[config.mk]
export PLATFORM = sky130hd
export DESIGN_NAME = seq_det_ctrl_flat
export DESIGN_NICKNAME = d
export VERILOG_FILES = /design/src/rtl/seq_det_pkg.sv /design/src/rtl/seq_det_if.sv /design/src/rtl/seq_det_match.sv /design/src/rtl/seq_det_ctrl.sv /design/src/flat_wrapper.sv
export SDC_FILE = /design/constraint.sdc
export NUM_CORES = 1
export LEC_CHECK = 0
export CAP_MARGIN = 40
export CORE_ASPECT_RATIO = 1.75
export CORE_MARGIN = 5
export CORE_UTILIZATION = 45
export DETAILED_ROUTE_END_ITERATION = 7
export MAX_ROUTING_LAYER = met4
export PLACE_DENSITY = 0.7
export SETUP_SLACK_MARGIN = 0.2
export SYNTH_ARGS = -nofsm -noshare
export SYNTH_HDL_FRONTEND = slang
export SYNTH_HIERARCHICAL = 1
export SYNTH_SLANG_ARGS = --single-unit
[constraint.sdc]
create_clock -name clk -period 4.2 [get_ports clk]
set_input_delay 0.63 -clock clk [delete_from_list [all_inputs] [get_ports clk]]
set_output_delay 0.63 -clock clk [all_outputs]
set_load 0.01 [all_outputs]
[src/rtl/seq_det_pkg.sv]
// Shared types and default sizes for the programmable sequence detector.
package seq_det_pkg;
   localparam int PAT_W_DEF = 8;
   localparam int LEN_W_DEF = 4;
   localparam int CNT_W_DEF = 16;

   typedef enum logic [1:0] {
      IDLE = 2'd0,
      SCAN = 2'd1,
      DONE = 2'd2
   } state_t;
endpackage

[src/rtl/seq_det_if.sv]
// Config, command, serial-stream and status bundle of the sequence detector.
interface seq_det_if import seq_det_pkg::*; #(
   parameter int PAT_W = PAT_W_DEF,
   parameter int LEN_W = LEN_W_DEF,
   parameter int CNT_W = CNT_W_DEF
) ();
   logic             cfg_we;
   logic [PAT_W-1:0] cfg_pattern;
   logic [LEN_W-1:0] cfg_len;
   logic [CNT_W-1:0] cfg_limit;
   logic             start;
   logic             stop;
   logic             bit_valid;
   logic             bit_in;
   logic             match;
   logic [CNT_W-1:0] match_count;
   logic             busy;
   logic             done;
   logic             cfg_err;

   modport master (
      output cfg_we, cfg_pattern, cfg_len, cfg_limit, start, stop, bit_valid, bit_in,
      input  match, match_count, busy, done, cfg_err
   );

   modport slave (
      input  cfg_we, cfg_pattern, cfg_len, cfg_limit, start, stop, bit_valid, bit_in,
      output match, match_count, busy, done, cfg_err
   );
endinterface

[src/rtl/seq_det_match.sv]
// History shift register, fill counter and masked Mealy compare.
// SEQ_DET_OVERLAP_EN keeps history/fill after a match (overlapping detection).
module seq_det_match import seq_det_pkg::*; #(
   parameter int PAT_W = PAT_W_DEF,
   parameter int LEN_W = LEN_W_DEF
) (
   input  logic             clk,
   input  logic             rst,
   input  logic             i_clr,
   input  logic             i_scan,
   input  logic             i_bit_valid,
   input  logic             i_bit_in,
   input  logic [PAT_W-1:0] i_pattern,
   input  logic [LEN_W-1:0] i_len,
   output logic             o_match
);
   localparam logic [LEN_W-1:0] FILL_MAX = LEN_W'(PAT_W);

   logic [PAT_W-1:0] r_hist;
   logic [LEN_W-1:0] r_fill;
   logic [PAT_W-1:0] w_cand;
   logic [PAT_W-1:0] w_mask;
   logic [LEN_W-1:0] w_fill_inc;
   logic             w_shift;
   logic             w_fill_ok;

   assign w_shift    = i_scan & i_bit_valid;
   assign w_cand     = {r_hist[PAT_W-2:0], i_bit_in};
   assign w_fill_inc = (r_fill == FILL_MAX) ? r_fill : r_fill + LEN_W'(1);
   // fill+1 >= len is fill >= len-1 without underflow when len is 0
   assign w_fill_ok  = ({1'b0, r_fill} + (LEN_W+1)'(1)) >= {1'b0, i_len};

   always_comb begin
      w_mask = '0;
      for (int i = 0; i < PAT_W; i++)
         w_mask[i] = (LEN_W'(i) < i_len);
   end

   assign o_match = w_shift & w_fill_ok & (((w_cand ^ i_pattern) & w_mask) == '0);

   always_ff @(posedge clk) begin
      if (rst || i_clr) begin
         r_hist <= '0;
         r_fill <= '0;
      end else if (w_shift) begin
         r_hist <= w_cand;
`ifdef SEQ_DET_OVERLAP_EN
         r_fill <= w_fill_inc;
`else
         r_fill <= o_match ? '0 : w_fill_inc;
`endif
      end
   end
endmodule

[src/rtl/seq_det_ctrl.sv]
// Sequence-detection controller: config registers, IDLE/SCAN/DONE FSM, match counter.
// Detection overlap is selected by SEQ_DET_OVERLAP_EN inside seq_det_match.
module seq_det_ctrl import seq_det_pkg::*; #(
   parameter int PAT_W = PAT_W_DEF,
   parameter int LEN_W = LEN_W_DEF,
   parameter int CNT_W = CNT_W_DEF
) (
   input  logic     clk,
   input  logic     rst,
   seq_det_if.slave bus
);
   state_t           r_state;
   state_t           w_next;
   logic [PAT_W-1:0] r_pattern;
   logic [LEN_W-1:0] r_len;
   logic [CNT_W-1:0] r_limit;
   logic [CNT_W-1:0] r_count;
   logic             r_cfg_err;

   logic             w_len_ok;
   logic             w_start_ok;
   logic             w_start_bad;
   logic             w_match;
   logic [CNT_W-1:0] w_count_inc;
   logic             w_limit_hit;
   logic             w_busy;
   logic             w_done;

   assign w_len_ok    = (r_len != '0) && (r_len <= LEN_W'(PAT_W));
   assign w_start_ok  = (r_state == IDLE) && bus.start && w_len_ok;
   assign w_start_bad = (r_state == IDLE) && bus.start && !w_len_ok;
   assign w_count_inc = (r_count == '1) ? r_count : r_count + CNT_W'(1);
   assign w_limit_hit = w_match && (r_limit != '0) && (w_count_inc == r_limit);

   seq_det_match #(.PAT_W(PAT_W), .LEN_W(LEN_W)) u_match (
      .clk         (clk),
      .rst         (rst),
      .i_clr       (w_start_ok),
      .i_scan      (r_state == SCAN),
      .i_bit_valid (bus.bit_valid),
      .i_bit_in    (bus.bit_in),
      .i_pattern   (r_pattern),
      .i_len       (r_len),
      .o_match     (w_match)
   );

   always_ff @(posedge clk) begin
      if (rst) r_state <= IDLE;
      else     r_state <= w_next;
   end

   always_comb begin
      w_next = r_state;
      case (r_state)
         IDLE:    if (w_start_ok) w_next = SCAN;
         SCAN:    if (bus.stop || w_limit_hit) w_next = DONE;
         DONE:    w_next = IDLE;
         default: w_next = IDLE;
      endcase
   end

   always_comb begin
      w_busy = 1'b0;
      w_done = 1'b0;
      case (r_state)
         SCAN:    w_busy = 1'b1;
         DONE:    w_done = 1'b1;
         default: ;
      endcase
   end

   always_ff @(posedge clk) begin
      if (rst) begin
         r_pattern <= '0;
         r_len     <= '0;
         r_limit   <= '0;
      end else if (r_state == IDLE && bus.cfg_we) begin
         r_pattern <= bus.cfg_pattern;
         r_len     <= bus.cfg_len;
         r_limit   <= bus.cfg_limit;
      end
   end

   // A match in a stop cycle is still counted; stop only decides the exit.
   always_ff @(posedge clk) begin
      if (rst)             r_count <= '0;
      else if (w_start_ok) r_count <= '0;
      else if (w_match)    r_count <= w_count_inc;
   end

   always_ff @(posedge clk) begin
      if (rst) r_cfg_err <= 1'b0;
      else     r_cfg_err <= w_start_bad;
   end

   assign bus.match       = w_match;
   assign bus.match_count = r_count;
   assign bus.busy        = w_busy;
   assign bus.done        = w_done;
   assign bus.cfg_err     = r_cfg_err;
endmodule
[src/flat_wrapper.sv]
// flat-port wrapper written by rule: the top's interface ports become plain ports
module seq_det_ctrl_flat import seq_det_pkg::*;
#(
   parameter int PAT_W = PAT_W_DEF,
   parameter int LEN_W = LEN_W_DEF,
   parameter int CNT_W = CNT_W_DEF
)
  (clk, rst, bus_cfg_we, bus_cfg_pattern, bus_cfg_len, bus_cfg_limit, bus_start, bus_stop, bus_bit_valid, bus_bit_in, bus_match, bus_match_count, bus_busy, bus_done, bus_cfg_err);
  seq_det_if #(.PAT_W(PAT_W), .LEN_W(LEN_W), .CNT_W(CNT_W)) bus_i ();
  input  logic clk;
  input  logic rst;
  input wire logic [$bits(bus_i.cfg_we)-1:0] bus_cfg_we;
  input wire logic [$bits(bus_i.cfg_pattern)-1:0] bus_cfg_pattern;
  input wire logic [$bits(bus_i.cfg_len)-1:0] bus_cfg_len;
  input wire logic [$bits(bus_i.cfg_limit)-1:0] bus_cfg_limit;
  input wire logic [$bits(bus_i.start)-1:0] bus_start;
  input wire logic [$bits(bus_i.stop)-1:0] bus_stop;
  input wire logic [$bits(bus_i.bit_valid)-1:0] bus_bit_valid;
  input wire logic [$bits(bus_i.bit_in)-1:0] bus_bit_in;
  output wire logic [$bits(bus_i.match)-1:0] bus_match;
  output wire logic [$bits(bus_i.match_count)-1:0] bus_match_count;
  output wire logic [$bits(bus_i.busy)-1:0] bus_busy;
  output wire logic [$bits(bus_i.done)-1:0] bus_done;
  output wire logic [$bits(bus_i.cfg_err)-1:0] bus_cfg_err;
  assign bus_i.cfg_we = bus_cfg_we;
  assign bus_i.cfg_pattern = bus_cfg_pattern;
  assign bus_i.cfg_len = bus_cfg_len;
  assign bus_i.cfg_limit = bus_cfg_limit;
  assign bus_i.start = bus_start;
  assign bus_i.stop = bus_stop;
  assign bus_i.bit_valid = bus_bit_valid;
  assign bus_i.bit_in = bus_bit_in;
  assign bus_match = bus_i.match;
  assign bus_match_count = bus_i.match_count;
  assign bus_busy = bus_i.busy;
  assign bus_done = bus_i.done;
  assign bus_cfg_err = bus_i.cfg_err;
  seq_det_ctrl #(.PAT_W(PAT_W), .LEN_W(LEN_W), .CNT_W(CNT_W)) u_core (.clk(clk), .rst(rst), .bus(bus_i));
endmodule
# ---- Word level (Yosys, flattened, before mapping)
# Index checks and enable logic that the tools add are counted.
dict set report word_totals {
  output_inout_bits 20
  in_bits 35
  elab_cells 59
  regBits 58
}
dict set report op_classes {
  bitwise 5
  addsub 3
  muxes 8
  n_reduce_logical 17
  n_eq_ne 8
  n_lt_le_gt_ge 10
}
# operator n
set op_table {}
lappend op_table {{$add 16x1->16 const B} 1}
lappend op_table {{$eq 16x16->1} 1}
lappend op_table {{$eq 16x16->1 const B} 1}
lappend op_table {{$lt 3x4->1 const A} 4}
lappend op_table {{$mux 16} 1}
lappend op_table {{$reduce_bool 16->1} 1}
lappend op_table {{$and 8x8->8} 1}
lappend op_table {{$logic_not 8->1} 1}
lappend op_table {{$lt 1x4->1 const A} 2}
lappend op_table {{$lt 2x4->1 const A} 2}
lappend op_table {{$mux 4} 2}
lappend op_table {{$xor 8x8->8} 1}
lappend op_table {{$logic_and 1x1->1} 7}
lappend op_table {{$add 4x1->5 const B} 1}
lappend op_table {{$ge 5x4->1} 1}
lappend op_table {{$add 4x1->4 const B} 1}
lappend op_table {{$eq 4x4->1 const B} 1}
lappend op_table {{$le 4x4->1 const B} 1}
lappend op_table {{$mux 2} 2}
lappend op_table {{$ne 2x2->1 const B} 2}
lappend op_table {{$pmux 2 s2} 1}
lappend op_table {{$reduce_and 2->1} 2}
lappend op_table {{$reduce_bool 4->1} 1}
lappend op_table {{$and 1x1->1} 3}
lappend op_table {{8 further kinds} 10}

# ---- Logic depth before layout (Yosys ltp)
# Gate-level depths: netlist of run 1.
dict set report depth {
  ltp_word 9
  ltp_mapped 13
  depth_no_buf 13
}

# ---- By module
# The synthesis of run 1 kept the hierarchy.
# module area_each_um2 n_inst cells_per_inst
set by_module_without_submodules {}
lappend by_module_without_submodules {seq_det_ctrl 2603.7 1 341}
lappend by_module_without_submodules {seq_det_match 740.7 1 97}

# ---- Least setup slack after synthesis of run 1
# Ideal clock, no wire load.
dict set report synth_path {
  path_type {register to register}
  startpoint {register u_core.u_match.r_fill[0]}
  endpoint {register u_core.r_state[0]}
  stages_incl_launch_ff 14
  setup_time_ps 116
  arrival_ps 2456
  slack_ps 1628
  path_buffers 0
  period_less_slack_ps 2572
  required_ps 4084
  path_cell_list {dfxtp_1 > inv_1 > ha_1 > ha_1 > a211oi_1 > o21ai_0 > o2111ai_2 > inv_1 > inv_1 > a41oi_1 > o311ai_0 > nor3_1 > nand4_1 > o211a_1}
}
dict set report synth_between {
  elab_chain_len 9
}
# item line
set synth_rtl {}
lappend synth_rtl {{from (decl)} seq_det_match.sv:20} ;# logic [LEN_W-1:0] r_fill;
lappend synth_rtl {{from (signal assigned)} seq_det_match.sv:50} ;# r_fill <= o_match ? '0 : w_fill_inc;
lappend synth_rtl {{$add 4x1->5} seq_det_match.sv:31} ;# assign w_fill_ok = ({1'b0, r_fill} + (LEN_W+1)'(1)) >= {1'b0, i_len};
lappend synth_rtl {{$ge 5x4->1} seq_det_match.sv:31}
lappend synth_rtl {{$and 1x1->1 (2 in a row)} seq_det_match.sv:39} ;# assign o_match = w_shift & w_fill_ok & (((w_cand ^ i_pattern) & w_mask) == '0);
lappend synth_rtl {{net bus_match} flat_wrapper.sv:20} ;# output wire logic [$bits(bus_i.match)-1:0] bus_match;
lappend synth_rtl {{$logic_and 1x1->1 (2 in a row)} seq_det_ctrl.sv:33} ;# assign w_limit_hit = w_match && (r_limit != '0) && (w_count_inc == r_limit);
lappend synth_rtl {{$logic_or 1x1->1} seq_det_ctrl.sv:56} ;# SCAN: if (bus.stop || w_limit_hit) w_next = DONE;
lappend synth_rtl {{$ne 2x1->1 (no source line)} -}
lappend synth_rtl {{$reduce_and 2->1 (no source line)} -}
lappend synth_rtl {{to (signal assigned)} seq_det_ctrl.sv:49} ;# else r_state <= w_next;
lappend synth_rtl {{to (decl)} seq_det_ctrl.sv:12} ;# state_t r_state;
# The timed path passes the listed nets, and every way through them passes these cells.
# A chain may end at the register's enable or synchronous reset.

# ---- Worst setup path after layout of run 1
dict set report layout_path {
  startpoint {input bus_bit_valid}
  endpoint {output bus_match}
}
dict set report layout_between {
  elab_chain_len 3
}
# item line
set layout_rtl {}
lappend layout_rtl {{from (decl)} flat_wrapper.sv:18} ;# input wire logic [$bits(bus_i.bit_valid)-1:0] bus_bit_valid;
lappend layout_rtl {{$and 1x1->1} seq_det_match.sv:27} ;# assign w_shift = i_scan & i_bit_valid;
lappend layout_rtl {{$and 1x1->1 (2 in a row)} seq_det_match.sv:39}
lappend layout_rtl {{to (decl)} flat_wrapper.sv:20}
# No other way between the ends.

==> results.json, run 1 <==
{
  "final_nets": 525,
  "ys_types": 55,
  "drv_cap": 0,
  "synth.top_cell.area_share": 0.3472,
  "post_cts_resized": 0,
  "end_kind": "output pin",
  "drc": 0,
  "numCtsBuffers": 9,
  "drt_wl_total_mm": 9.646,
  "dr.pass1.iters": 5,
  "synth_commonest_cells": "nand2_1 (89), dfxtp_1 (58), a21oi_1 (53), nor2_1 (29), xnor2_1 (26)",
  "worstPathRequired_ns": 3.57,
  "synth-seq-area-share": 0.3472,
  "multi_input_area_sq_mm": 0.002034,
  "ys_ff_latch": 58,
  "tns_ns": 0,
  "clkLatencyLatePin_ns": 0.32,
  "tritoncts": "yes",
  "wl_met1_mm": 3.506,
  "initial_core_util": 0.4624,
  "crit_fanout": 12,
  "fillers": 685,
  "first_global_vias": 3289,
  "worstMarginPinSlew_ns": 0.8243,
  "diodes": 0,
  "syn_inst": 438,
  "async_reset_ff_frac": 0,
  "p_leak_nw": 1.518,
  "drt_iter0_drc": 340,
  "max-vdd-ir-drop_v": 0.0002992,
  "grt_pass1_wl_mm": 15.37,
  "cp-start-kind": "primary input",
  "design.core.area_sq_mm": 0.007233,
  "place_area_sq_mm": 0.003934,
  "finClkSkew_ns": 0.005050,
  "ff_latch_area_sq_mm": 0.001161,
  "grt_overflow": 0,
  "postCtsHoldBufs": 0,
  "cts_setup_buffers": 0,
  "cts_root_buffer": "clkbuf_16",
  "vias": 3372,
  "finalSetupViolations": 0,
  "wl_met3_um": 495,
  "ys_warn_count": 6,
  "wl_per_cell_um": 16.86,
  "fp.dieW_um": 75.17,
  "routed-wl-met2_mm": 5.125,
  "die_area_sq_mm": 0.009324,
  "drt.antenna.violating_nets": 0,
  "period_share": 0.8306,
  "min_period_ns": 3.489,
  "rr_worst_depth": 14,
  "status": "completed",
  "whs_path_depth": 2,
  "grt_usage": 0.2250,
  "avgSynthCellArea_sq_um": 7.636,
  "yosysMostFrequentCell": "nand2_1",
  "areaGrowthSynthToFinish_pct": 25.22,
  "htreeDepth": 3,
  "synth_edf_count": 0,
  "relSlewSlack": 0.4463,
  "ios": 55,
  "die_height_um": 124.0,
  "antenna_found_initial": 0,
  "cts.path.max_buffers": 2,
  "synth_area_sq_mm": 0.003344,
  "clock_sinks": 58,
  "layout-drive-gt1-share": 0.06584,
  "hp-class": "reg -> reg",
  "synth_top_area_cell": "dfxtp_1",
  "hold_viol": 0,
  "synth_nets": 480,
  "clkTransAtPathRegs_ns": 0.05,
  "crit_type": "in -> out",
  "port_buffers": 54,
  "dp_hpwl_mm": 7.219,
  "rows": 41,
  "ys_top_cells_by_area": "dfxtp_1 (35%), nand2_1 (10%), a21oi_1 (7.9%)",
  "grt_max_degree": 34,
  "slew_violations": 0,
  "vias_per_cell": 5.895,
  "synth_ff_type": "dfxtp_1",
  "final_area_sq_mm": 0.004188,
  "critical_path_arrival_ns": 2.86,
  "gp_congestion": 0.9409,
  "maxUsedRoutingLayer": "met4",
  "pwr_density_cell_mw_per_mm2": 344.4,
  "rsz0062_at_grt": "false",
  "clock.fmax_ghz": 0.2867
}
[placed cells by master, fill, tap and decap left out, drive strengths merged, types with 10 or more instances in the layout]
| cell type | n |
|---|---|
| xor2 | 15 |
| nor3 | 12 |
| dfxtp | 58 |
| o21ai | 13 |
| inv | 12 |
| nand3 | 18 |
| a21oi | 53 |
| clkdlybuf4s50 | 54 |
| nand2 | 89 |
| xnor2 | 26 |
| nor2 | 30 |
| nor4 | 10 |
| clkbuf | 14 |
| and3 | 10 |
[layer usage]
| metal | GRT usage | vias up |
|---|---|---|
| li1 | - | 1621 |
| met5 | - | - |
| met4 | 0.1477 | 0 |
| met2 | 0.3930 | 141 |
| met3 | 0.05008 | 46 |
| met1 | 0.2146 | 1564 |
[flip-flops by register name, summed over array words and instances (netlist names)]
signal / cells
u_core/u_match/r_fill: 4
u_core/r_len: 4
u_core/r_state: 2
u_core/r_pattern: 8
u_core/r_limit: 16
u_core/bus.cfg_err: 1
u_core/bus.match_count: 16
u_core/u_match/r_hist: 7
[through the flow]
step                      hold slack [ns]  power, mW  worst slack (ns)  cells  utilization
after floorplan                    0.4488     0.7270             1.628    438            -
after global placement             0.4582     0.8012            0.7580    556       0.5397
after detailed placement           0.4634     0.8118            0.6462    558       0.5439
after CTS                          0.4671      1.455            0.7335    572       0.5790
after global routing               0.4876      1.502            0.5396    572       0.5790
final                              0.4656      1.442            0.7115    572       0.5790
[path summary, 6_finish.rpt]
check                                         startpoint                   to  slack, ns
worst min register to register       u_core/r_pattern[2]  u_core/r_pattern[2]       0.47
worst max register to register  u_core/u_match/r_fill[0]    u_core/r_state[0]       1.02
worst min-delay path                 u_core/r_pattern[2]  u_core/r_pattern[2]       0.47
worst max-delay path                       bus_bit_valid            bus_match       0.71
[worst max-delay path, stage by stage]
cell             delay [ns]
clkdlybuf4s50_1        0.47
and2_1                 0.36
o21ai_0                0.18
nor4_2                 0.28
o2111ai_2              0.21
inv_1                  0.16
clkdlybuf4s50_1        0.55
[cell type report]
cell class	instances	area share
multi-input combinational	344	0.4858
inverter	12	0.01076
sequential	58	0.2773
clock buffer	14	0.06065
timing repair buffer	58	0.1398
tap	86	0.02569
[power by group]
| part | switching, mW | leakage, nW | internal (mW) | total, mW |
|---|---|---|---|---|
| clock network | 0.230 | 0.123 | 0.408 | 0.638 |
| logic | 0.107 | 0.923 | 0.0936 | 0.200 |
| registers | 0.0284 | 0.472 | 0.575 | 0.604 |
[logic make-up after synthesis]
logic type	Yosys count	share of synthesized area
flops	58	0.3472
xor+xnor	41	0.1074
mux	5	0.01571
compound gates	90	0.1601
fa+ha+maj	7	0.02619
buf+inv	36	0.04452
simple gates	201	0.2989
(Power assumes the default switching activity.)
==> run 2, diff against run 1 <==
==> constraint.sdc (replaced) <==
create_clock -name clk -period 3.5 [get_ports clk]
set_input_delay 0.525 -clock clk [delete_from_list [all_inputs] [get_ports clk]]
set_output_delay 0.525 -clock clk [all_outputs]
set_load 0.01 [all_outputs]
==> run 2 against run 1 <==
First-iteration DRC count shrank 31%. Clock power increased by 50%. Routed wire length shrank 0.45%. Largest power group unchanged. Global-route usage down 0.26 points. Die area stayed put. Non-clock buffer count grew 7.
==> results.json, run 2 (same netlist as run 1, synthesis figures left out) <==
{
  "drc": 0,
  "path_buf_inv": 3,
  "initial_core_util": 0.4624,
  "netSwitchingPower_uw": 476.7,
  "finalSetupViolations": 0,
  "cts_setup_buffers": 0,
  "relSlewSlack": 0.5755,
  "p_sw_frac": 0.2477,
  "post_cts_resized": 0,
  "slowest_stage": "clkdlybuf4s50_1",
  "critical-path-top-delay-family": "buffers and inverters",
  "die_height_um": 124.0,
  "final_cell_mix": "nand2_1 (89), dfxtp_1 (58), clkdlybuf4s50_1 (54), a21oi_1 (53), nor2_1 (29)",
  "rows": 41,
  "final_common_cell": "nand2_1",
  "max_stage_delay_ns": 0.56,
  "timing.final.ws_setup_ns": 0.3393,
  "grt_pass1_wl_mm": 15.02,
  "slew_violations": 0,
  "hp-class": "reg -> reg",
  "tritoncts": "yes",
  "clock_sinks": 58,
  "finClkSkew_ns": 0.004137,
  "clock.fmax_ghz": 0.3164,
  "cts.path.max_buffers": 2,
  "worstMarginPinSlew_ns": 0.6352,
  "max-vdd-ir-drop_v": 0.0003187,
  "grt_max_degree": 25,
  "drt_iter0_drc": 233,
  "crit_fanout": 5,
  "dp_hpwl_mm": 7.316,
  "p_leak_nw": 1.595,
  "layout-drive-gt1-share": 0.09091,
  "path_cells": "inv_1 > ha_1 > ha_1 > a211oi_1 > o21ai_0 > o2111ai_2 > inv_1 > clkdlybuf4s50_1",
  "clkTransAtPathRegs_ns": 0.05,
  "ios": 55,
  "cts_root_buffer": "clkbuf_16",
  "drt_wl_total_mm": 9.603,
  "status": "completed",
  "rsz0062_at_grt": "false",
  "grt_overflow": 0,
  "clkLatencyLatePin_ns": 0.33,
  "areaGrowthSynthToFinish_pct": 29.41,
  "numCtsBuffers": 9,
  "drt.antenna.violating_nets": 0,
  "intPower_mw": 1.448,
  "tns_ns": 0,
  "final_nets": 532,
  "critical_path_arrival_ns": 2.64,
  "design.core.area_sq_mm": 0.007233,
  "final_util": 0.5983,
  "pre_cts_ws_ns": 0.5234,
  "min_period_ns": 3.161,
  "postCtsHoldBufs": 0,
  "hold_viol": 0,
  "drv_cap": 0,
  "gp_congestion": 0.9737,
  "cp-start-kind": "flop",
  "first_global_vias": 3145,
  "worstPathRequired_ns": 2.97,
  "pwr-share-seq": 0.377,
  "power_frac_comb": 0.125,
  "antenna_found_initial": 0,
  "period_share": 0.9031,
  "pwr_density_cell_mw_per_mm2": 444.7,
  "htreeDepth": 3,
  "die_area_sq_mm": 0.009324,
  "port_buffers": 54,
  "finalPower_mw": 1.924,
  "p_clk_frac": 0.498,
  "fillers": 665,
  "dr.pass1.iters": 4,
  "wl_per_cell_um": 16.53,
  "fp.dieW_um": 75.17,
  "end_kind": "output pin",
  "diodes": 0,
  "grt_usage": 0.2224,
  "vias_per_cell": 5.583,
  "crit_type": "reg -> out",
  "vias": 3244
}
run 2: worst paths after layout:
check	startpoint	to	slack (ns)	cells after the start
hold / removal	u_core/r_pattern[4]	u_core/r_pattern[4]	0.47	2
hold reg to reg	u_core/r_pattern[4]	u_core/r_pattern[4]	0.47	2
setup / recovery	u_core/u_match/r_fill[0]	bus_match	0.34	8
setup reg to reg	u_core/u_match/r_fill[0]	u_core/r_state[0]	0.61	13
run 2: final cells by class:
| type | count | area [sq um] | area share |
|---|---|---|---|
| clock buffer | 10 | 239.0 | 0.05522 |
| sequential | 58 | 1161 | 0.2683 |
| timing repair buffer | 65 | 650.6 | 0.1503 |
| tap | 86 | 107.6 | 0.02486 |
| clock inverter | 6 | 90.09 | 0.02082 |
| multi-input combinational | 344 | 2034 | 0.4701 |
| inverter | 12 | 45.04 | 0.01041 |
run 2: worst reg2reg max path: stages (launching register included):
cell,delay [ns]
dfxtp_1,0.41
inv_1,0.07
ha_1,0.32
ha_1,0.28
a211oi_1,0.06
o21ai_0,0.21
o2111ai_2,0.22
inv_1,0.19
inv_1,0.07
a41oi_1,0.18
o311ai_0,0.15
nor3_1,0.23
nand4_1,0.16
o211a_1,0.25
run 2: power groups by stage:
stage | combinational [mW] | sequential, mW | clock [mW]
detailed placement | 0.240 | 0.740 | 0
global placement | 0.228 | 0.738 | 0
finish | 0.240 | 0.726 | 0.959
global route | 0.265 | 0.729 | 1.01
floorplan | 0.145 | 0.727 | 0
CTS | 0.241 | 0.725 | 0.982
run 2: metrics by stage:
stage	hold WS, ns	cell area [sq um]	std cells
finish	0.4731	4328	581
global route	0.5067	4328	581
CTS	0.4740	4328	581
detailed placement	0.4670	3999	565
global placement	0.4604	3956	563
floorplan	0.4488	3344	438
run 2: per-layer routing:
| layer | wire (um) | global-route usage | share of wire | up-vias |
|---|---|---|---|---|
| li1 | - | - | - | 1632 |
| met1 | 3613 | 0.2194 | 0.38 | 1492 |
| met2 | 5229 | 0.3990 | 0.54 | 94 |
| met3 | 400 | 0.04523 | 0.042 | 26 |
| met4 | 359 | 0.1149 | 0.037 | 0 |
| met5 | 0 | - | 0 | - |
